## src/rtl/rrc_rdsched.sv

```systemverilog
// Read scheduler for one ReRAM macro port.
// Two requesters are arbitrated round-robin. The winner's address is split into XADR/YADR and
// driven under CE. AE is then strobed, and READ is held until RDONE arrives or the wait times
// out. The captured DOUT/DOUT_CR is returned as a one-cycle pulse to the winning port.
// Every output is registered. The output registers load from the next-state decode, so each
// output is aligned with the state it belongs to.
module rrc_rdsched #(
  parameter int unsigned AW        = 16,
  parameter int unsigned DW        = 144,
  parameter int unsigned SETUP_CYC = 1,
  parameter int unsigned AE_CYC    = 2,
  parameter int unsigned TMO       = 64
) (
  input  logic          clk,
  input  logic          rst,
  input  logic [1:0]    req_valid,
  input  logic [AW-1:0] req_adr0,
  input  logic [AW-1:0] req_adr1,
  output logic [1:0]    req_ready,
  output logic [1:0]    rsp_valid,
  output logic [DW-1:0] rsp_dat,
  output logic [1:0]    rsp_cr,
  output logic          rsp_err,
  output logic          busy,
  output logic          rr_ce,
  output logic          rr_ae,
  output logic          rr_read,
  output logic [AW-6:0] rr_xadr,
  output logic [4:0]    rr_yadr,
  input  logic [DW-1:0] rr_dout,
  input  logic [1:0]    rr_dout_cr,
  input  logic          rr_rdone
);

  localparam int unsigned MaxSa  = (SETUP_CYC > AE_CYC) ? SETUP_CYC : AE_CYC;
  localparam int unsigned CntMax = (TMO > MaxSa) ? TMO : MaxSa;
  localparam int unsigned CW     = $clog2(CntMax + 1);

  typedef enum logic [2:0] {
    StIdle,
    StGrant,
    StSetup,
    StStrobe,
    StWait,
    StDone
  } state_e;

  state_e          r_state, w_state_d;
  logic [CW-1:0]   r_cnt, w_cnt_d;
  logic            r_port, w_port_d;
  logic            r_last, w_last_d;
  logic [1:0]      r_req_ready, w_req_ready_d;
  logic [1:0]      r_rsp_valid, w_rsp_valid_d;
  logic [DW-1:0]   r_rsp_dat, w_rsp_dat_d;
  logic [1:0]      r_rsp_cr, w_rsp_cr_d;
  logic            r_rsp_err, w_rsp_err_d;
  logic            r_busy, w_busy_d;
  logic            r_ce, w_ce_d;
  logic            r_ae, w_ae_d;
  logic            r_read, w_read_d;
  logic [AW-6:0]   r_xadr, w_xadr_d;
  logic [4:0]      r_yadr, w_yadr_d;
  logic            w_gnt;
  logic [AW-1:0]   w_adr;
  logic [1:0]      w_port_oh;

  // A sole requester wins; on a tie the port that was not granted last time wins.
  assign w_gnt     = (req_valid == 2'b11) ? ~r_last : req_valid[1];
  assign w_adr     = r_port ? req_adr1 : req_adr0;
  assign w_port_oh = w_port_d ? 2'b10 : 2'b01;

  // Next-state and next-output decode.
  always_comb begin
    w_state_d   = r_state;
    w_cnt_d     = r_cnt;
    w_port_d    = r_port;
    w_last_d    = r_last;
    w_xadr_d    = r_xadr;
    w_yadr_d    = r_yadr;
    w_rsp_dat_d = r_rsp_dat;
    w_rsp_cr_d  = r_rsp_cr;
    w_rsp_err_d = 1'b0;

    case (r_state)
      StIdle: begin
        if (|req_valid) begin
          w_state_d = StGrant;
          w_port_d  = w_gnt;
          w_last_d  = w_gnt;
        end
      end
      StGrant: begin
        // The requester holds its address through the ready cycle, so latch it here.
        w_state_d             = StSetup;
        w_cnt_d               = CW'(1);
        {w_xadr_d, w_yadr_d}  = w_adr;
      end
      StSetup: begin
        if (r_cnt == CW'(SETUP_CYC)) begin
          w_state_d = StStrobe;
          w_cnt_d   = CW'(1);
        end else begin
          w_cnt_d = r_cnt + CW'(1);
        end
      end
      StStrobe: begin
        if (r_cnt == CW'(AE_CYC)) begin
          w_state_d = StWait;
          w_cnt_d   = CW'(1);
        end else begin
          w_cnt_d = r_cnt + CW'(1);
        end
      end
      StWait: begin
        // RDONE takes priority, so a completion on the last allowed cycle is a success.
        if (rr_rdone) begin
          w_state_d   = StDone;
          w_rsp_dat_d = rr_dout;
          w_rsp_cr_d  = rr_dout_cr;
        end else if (r_cnt == CW'(TMO)) begin
          w_state_d   = StDone;
          w_rsp_dat_d = '0;
          w_rsp_cr_d  = 2'b00;
          w_rsp_err_d = 1'b1;
        end else begin
          w_cnt_d = r_cnt + CW'(1);
        end
      end
      StDone: begin
        w_state_d = StIdle;
      end
      default: begin
        w_state_d = StIdle;
      end
    endcase

    w_req_ready_d = (w_state_d == StGrant) ? w_port_oh : 2'b00;
    w_rsp_valid_d = (w_state_d == StDone) ? w_port_oh : 2'b00;
    w_busy_d      = (w_state_d != StIdle);
    w_ce_d        = (w_state_d == StSetup) || (w_state_d == StStrobe) || (w_state_d == StWait);
    w_ae_d        = (w_state_d == StStrobe);
    w_read_d      = (w_state_d == StWait);
  end

  // State and registered outputs; reset clears the macro strobes asynchronously.
  always_ff @(posedge clk or posedge rst) begin
    if (rst) begin
      r_state     <= StIdle;
      r_cnt       <= '0;
      r_port      <= 1'b0;
      r_last      <= 1'b1;
      r_req_ready <= 2'b00;
      r_rsp_valid <= 2'b00;
      r_rsp_dat   <= '0;
      r_rsp_cr    <= 2'b00;
      r_rsp_err   <= 1'b0;
      r_busy      <= 1'b0;
      r_ce        <= 1'b0;
      r_ae        <= 1'b0;
      r_read      <= 1'b0;
      r_xadr      <= '0;
      r_yadr      <= '0;
    end else begin
      r_state     <= w_state_d;
      r_cnt       <= w_cnt_d;
      r_port      <= w_port_d;
      r_last      <= w_last_d;
      r_req_ready <= w_req_ready_d;
      r_rsp_valid <= w_rsp_valid_d;
      r_rsp_dat   <= w_rsp_dat_d;
      r_rsp_cr    <= w_rsp_cr_d;
      r_rsp_err   <= w_rsp_err_d;
      r_busy      <= w_busy_d;
      r_ce        <= w_ce_d;
      r_ae        <= w_ae_d;
      r_read      <= w_read_d;
      r_xadr      <= w_xadr_d;
      r_yadr      <= w_yadr_d;
    end
  end

  assign req_ready = r_req_ready;
  assign rsp_valid = r_rsp_valid;
  assign rsp_dat   = r_rsp_dat;
  assign rsp_cr    = r_rsp_cr;
  assign rsp_err   = r_rsp_err;
  assign busy      = r_busy;
  assign rr_ce     = r_ce;
  assign rr_ae     = r_ae;
  assign rr_read   = r_read;
  assign rr_xadr   = r_xadr;
  assign rr_yadr   = r_yadr;

endmodule
```

## config.mk

```make
export PLATFORM = sky130hd
export DESIGN_NAME = rrc_rdsched
export DESIGN_NICKNAME = d
export VERILOG_FILES = /design/src/rtl/rrc_rdsched.sv
export SDC_FILE = /design/constraint.sdc
export NUM_CORES = 1
export LEC_CHECK = 0
export ABC_AREA = 0
export CORE_MARGIN = 2
export CORE_UTILIZATION = 36
export DETAILED_ROUTE_END_ITERATION = 8
export GPL_TIMING_DRIVEN = 0
export PLACE_DENSITY = 0.77
export RECOVER_POWER = 50
export SYNTH_ARGS = -nofsm -noshare
export SYNTH_HDL_FRONTEND = slang
export SYNTH_SLANG_ARGS = --single-unit
```

## constraint.sdc

```tcl
create_clock -name clk -period 6.4 [get_ports clk]
set_input_delay 1.6 -clock clk [delete_from_list [all_inputs] [get_ports clk]]
set_output_delay 1.6 -clock clk [all_outputs]
set_load 0.005 [all_outputs]
```

==> results.json <==
{
  "status": "finished, violations left",
  "violations": "capacitance limit, slew limit",
  "yosysWarnings": 0,
  "ios": 354,
  "grt_pass1_wl_microns": 33570,
  "placementRows": 50,
  "internal-power_uw": 2857,
  "fin_setup_tns_ns": 0,
  "worstSetupStartpointType": "primary input",
  "synthTopCellsByCount": "182 x dfrtp_1, 141 x a22o_1, 25 x buf_2",
  "cts_tree": "done",
  "whs_ns": 0.4940,
  "cp-end-kind": "asynchronous set/reset pin",
  "syn_to_final_growth_pct": 64.90,
  "pwr-share-comb_pct": 32.9,
  "powerDensity_nw_per_um2": 351.7,
  "report.final.slew_viol_count": 29,
  "place_ws_ns": 2.487,
  "grt_max_degree": 36,
  "die_x_microns": 142.7,
  "gp_congestion": 0.7999,
  "cts-root-buf": "clkbuf_16",
  "critPathKind": "in -> async",
  "io_buffers": 353,
  "seq_area_frac_synth_pct": 66.11,
  "worst_ep_required_time_ns": 7.02,
  "worst_path_most_repeated_cell": "buf_12",
  "p_seq_share_pct": 40.7,
  "post_cts_buffers": 0,
  "drive_gt1_share_pct": 7.403,
  "cp-startpoint": "rst",
  "min_from": "rsp_dat[18]",
  "skew_ns": 0.01285,
  "clock_latency_ns": 0.43,
  "post-route-period-util_pct": 61.00,
  "start_util_pct": 36.92,
  "overflow": 0,
  "worstPathArrival_ns": 4.52,
  "synth.area.top_cells": "dfrtp_1 66%, a22o_1 18%, mux2i_1 2.3%",
  "yosysTopAreaCell": "dfrtp_1",
  "slowest_delay_ns": 1.23,
  "synthArstFlopShare_pct": 100.0,
  "cts.hold.buffers_added": 0,
  "vias": 5879,
  "worstMarginPinSlew_ns": 1.617,
  "clock_path_buffers": 2,
  "htree_levels": 4,
  "routed_wl_microns": 22060,
  "yosysTopAreaCellShare_pct": 65.73,
  "crit_path_top_delay_cell": "clkbuf_1",
  "dieArea_sq_um": 20370,
  "drc": 0,
  "switching_share_pct": 28.90,
  "synth_cell_types": 36,
  "grtUsageTotal_pct": 21.39,
  "drtIter0Drc": 274,
  "coreArea_sq_um": 18770,
  "rr_startpoint": "r_state[0]",
  "cap_viol_max_count": 1,
  "syn_inst": 515,
  "hpwl_microns": 16450,
  "crit_chain": "dlygate4sd3_1 -> clkinvlp_2 -> clkbuf_1 -> buf_12 -> buf_12",
  "via_per_inst": 5.162,
  "numCtsBuffers": 17,
  "ir_drop_mv": 0.1754,
  "hold_path.class": "reg -> reg",
  "setup_viol_count_final": 0,
  "power_leakage_uw": 0.005191,
  "num-fill-cells": 1506,
  "finalHoldViolations": 0,
  "fmax_mhz": 256.1,
  "antenna_cells": 0,
  "syn_nets": 702,
  "clock_sinks": 183,
  "setup_ws_ns": 2.496,
  "p_clk_share_pct": 26.4,
  "die_height_microns": 142.7,
  "avgSynthCellArea_sq_um": 13.45,
  "grt_setup_unrepaired": "false",
  "netlist_area_sq_um": 6929,
  "synth_enable_flop_cells": 0,
  "synth_ff_type": "dfrtp_1",
  "relSlewSlack_pct": -7.791,
  "p_sw_uw": 1161,
  "ant_nets": 0,
  "grt_pass1_vias": 6022,
  "yosysMostFrequentCell": "dfrtp_1",
  "period_needed_ns": 3.904,
  "fin_nets": 1079,
  "crit_fanout": 35,
  "wire_per_inst_microns": 19.37,
  "drt_first_pass_iters": 4,
  "post_cts_resized": 0,
  "grt_antenna_before_repair": 1,
  "clk_pin_slew_worst_paths_ns": 0.07,
  "ys_ff_latch": 183
}
## routing by layer
| metal | track usage (%) | vias to the layer above | routed length, microns |
|---|---|---|---|
| met3 | 5.667 | 35 | 1357 |
| met2 | 35.78 | 222 | 11050 |
| met1 | 26.71 | 2920 | 9088 |
| met5 | 0 | - | 0 |
| li1 | - | 2702 | - |
| met4 | 7.921 | 0 | 570 |
## final cells by class
type                            count  area (sq um)  share of cell area, %
Tap cell                          234         292.8                  2.562
Buffer                             41         182.7                  1.599
Multi-Input combinational cell    280          2122                  18.57
Timing Repair Buffer              358          3617                  31.66
Clock inverter                     12         131.4                  1.150
Inverter                           11         42.54                 0.3723
Sequential cell                   183          4581                  40.09
Clock buffer                       20         456.7                  3.997
## cell usage in the layout (no fill, tap or decap), types with 2 or more instances in the layout
| cell type | synthesis | routed |
|---|---|---|
| a21oi_1 | 21 | 21 |
| a22o_1 | 141 | 141 |
| a31o_2 | 2 | 2 |
| a31oi_1 | 5 | 5 |
| and3_1 | 4 | 4 |
| buf_12 | 0 | 4 |
| buf_2 | 25 | 23 |
| clkbuf_1 | 16 | 20 |
| clkbuf_16 | 0 | 17 |
| clkbuf_8 | 0 | 2 |
| clkdlybuf4s50_1 | 0 | 306 |
| clkinv_4 | 0 | 2 |
| dfrtp_1 | 182 | 182 |
| dlygate4sd3_1 | 0 | 47 |
| ha_1 | 4 | 4 |
| inv_1 | 11 | 10 |
| inv_6 | 0 | 3 |
| inv_8 | 0 | 4 |
| mux2i_1 | 16 | 16 |
| nand2_1 | 12 | 12 |
| nand2b_1 | 2 | 2 |
| nand4_1 | 3 | 3 |
| nor2_1 | 23 | 23 |
| nor2b_1 | 3 | 3 |
| nor3_1 | 4 | 4 |
| o21ai_0 | 12 | 19 |
| o221ai_1 | 5 | 5 |
| or3b_1 | 2 | 2 |
## stage by stage
step	cell area, sq um	instances	power [uW]	utilization, %
2_1_floorplan	6933	515	2157	-
3_3_place_gp	10760	1102	2968	57.33
3_5_place_dp	10860	1107	3008	57.86
4_1_cts	11450	1139	4086	60.99
5_1_grt	11430	1139	4223	60.88
6_report	11430	1139	4019	60.88
## registers in the layout, summed over array words and instances, names as in the netlist
| register | cells |
|---|---|
| busy | 1 |
| r_cnt | 7 |
| r_last | 1 |
| r_port | 1 |
| r_state | 3 |
| req_ready | 2 |
| rr_ae | 1 |
| rr_ce | 1 |
| rr_read | 1 |
| rr_xadr | 11 |
| rr_yadr | 5 |
| rsp_cr | 2 |
| rsp_dat | 144 |
| rsp_err | 1 |
| rsp_valid | 2 |
## power by group through the flow
| stage | Combinational (uW) | Sequential, uW | Clock, uW |
|---|---|---|---|
| 2_1_floorplan | 493 | 1660 | 0 |
| 3_3_place_gp | 1320 | 1640 | 0 |
| 3_5_place_dp | 1350 | 1650 | 0 |
| 4_1_cts | 1360 | 1640 | 1080 |
| 5_1_grt | 1420 | 1670 | 1130 |
| 6_report | 1320 | 1630 | 1060 |
## cells by family after synthesis
| kind of cell | share of synthesized area, % |
|---|---|
| AOI/OAI and AO/OA | 23.00 |
| DFF | 66.11 |
| and+or+nand+nor | 4.424 |
| buffers and inverters | 3.268 |
| muxes | 2.474 |
| adders and majority gates | 0.7223 |
## path summary, 6_finish.rpt
check	endpoint	slack (ns)	cells after the start
setup / recovery	r_state[0]	2.50	5
hold / removal	rsp_dat[18]	0.49	1
setup reg to reg	r_cnt[5]	3.93	5
hold reg to reg	rsp_dat[18]	0.49	1
max in group clk	rsp_dat[38]	2.83	7
min in group asynchronous	rsp_dat[105]	1.74	2
## worst max-delay path: cells and delay by family
kind / cells / cell delay (ns)
buffers and inverters: 5 / 2.87
Power figures use the tool's default switching activity.
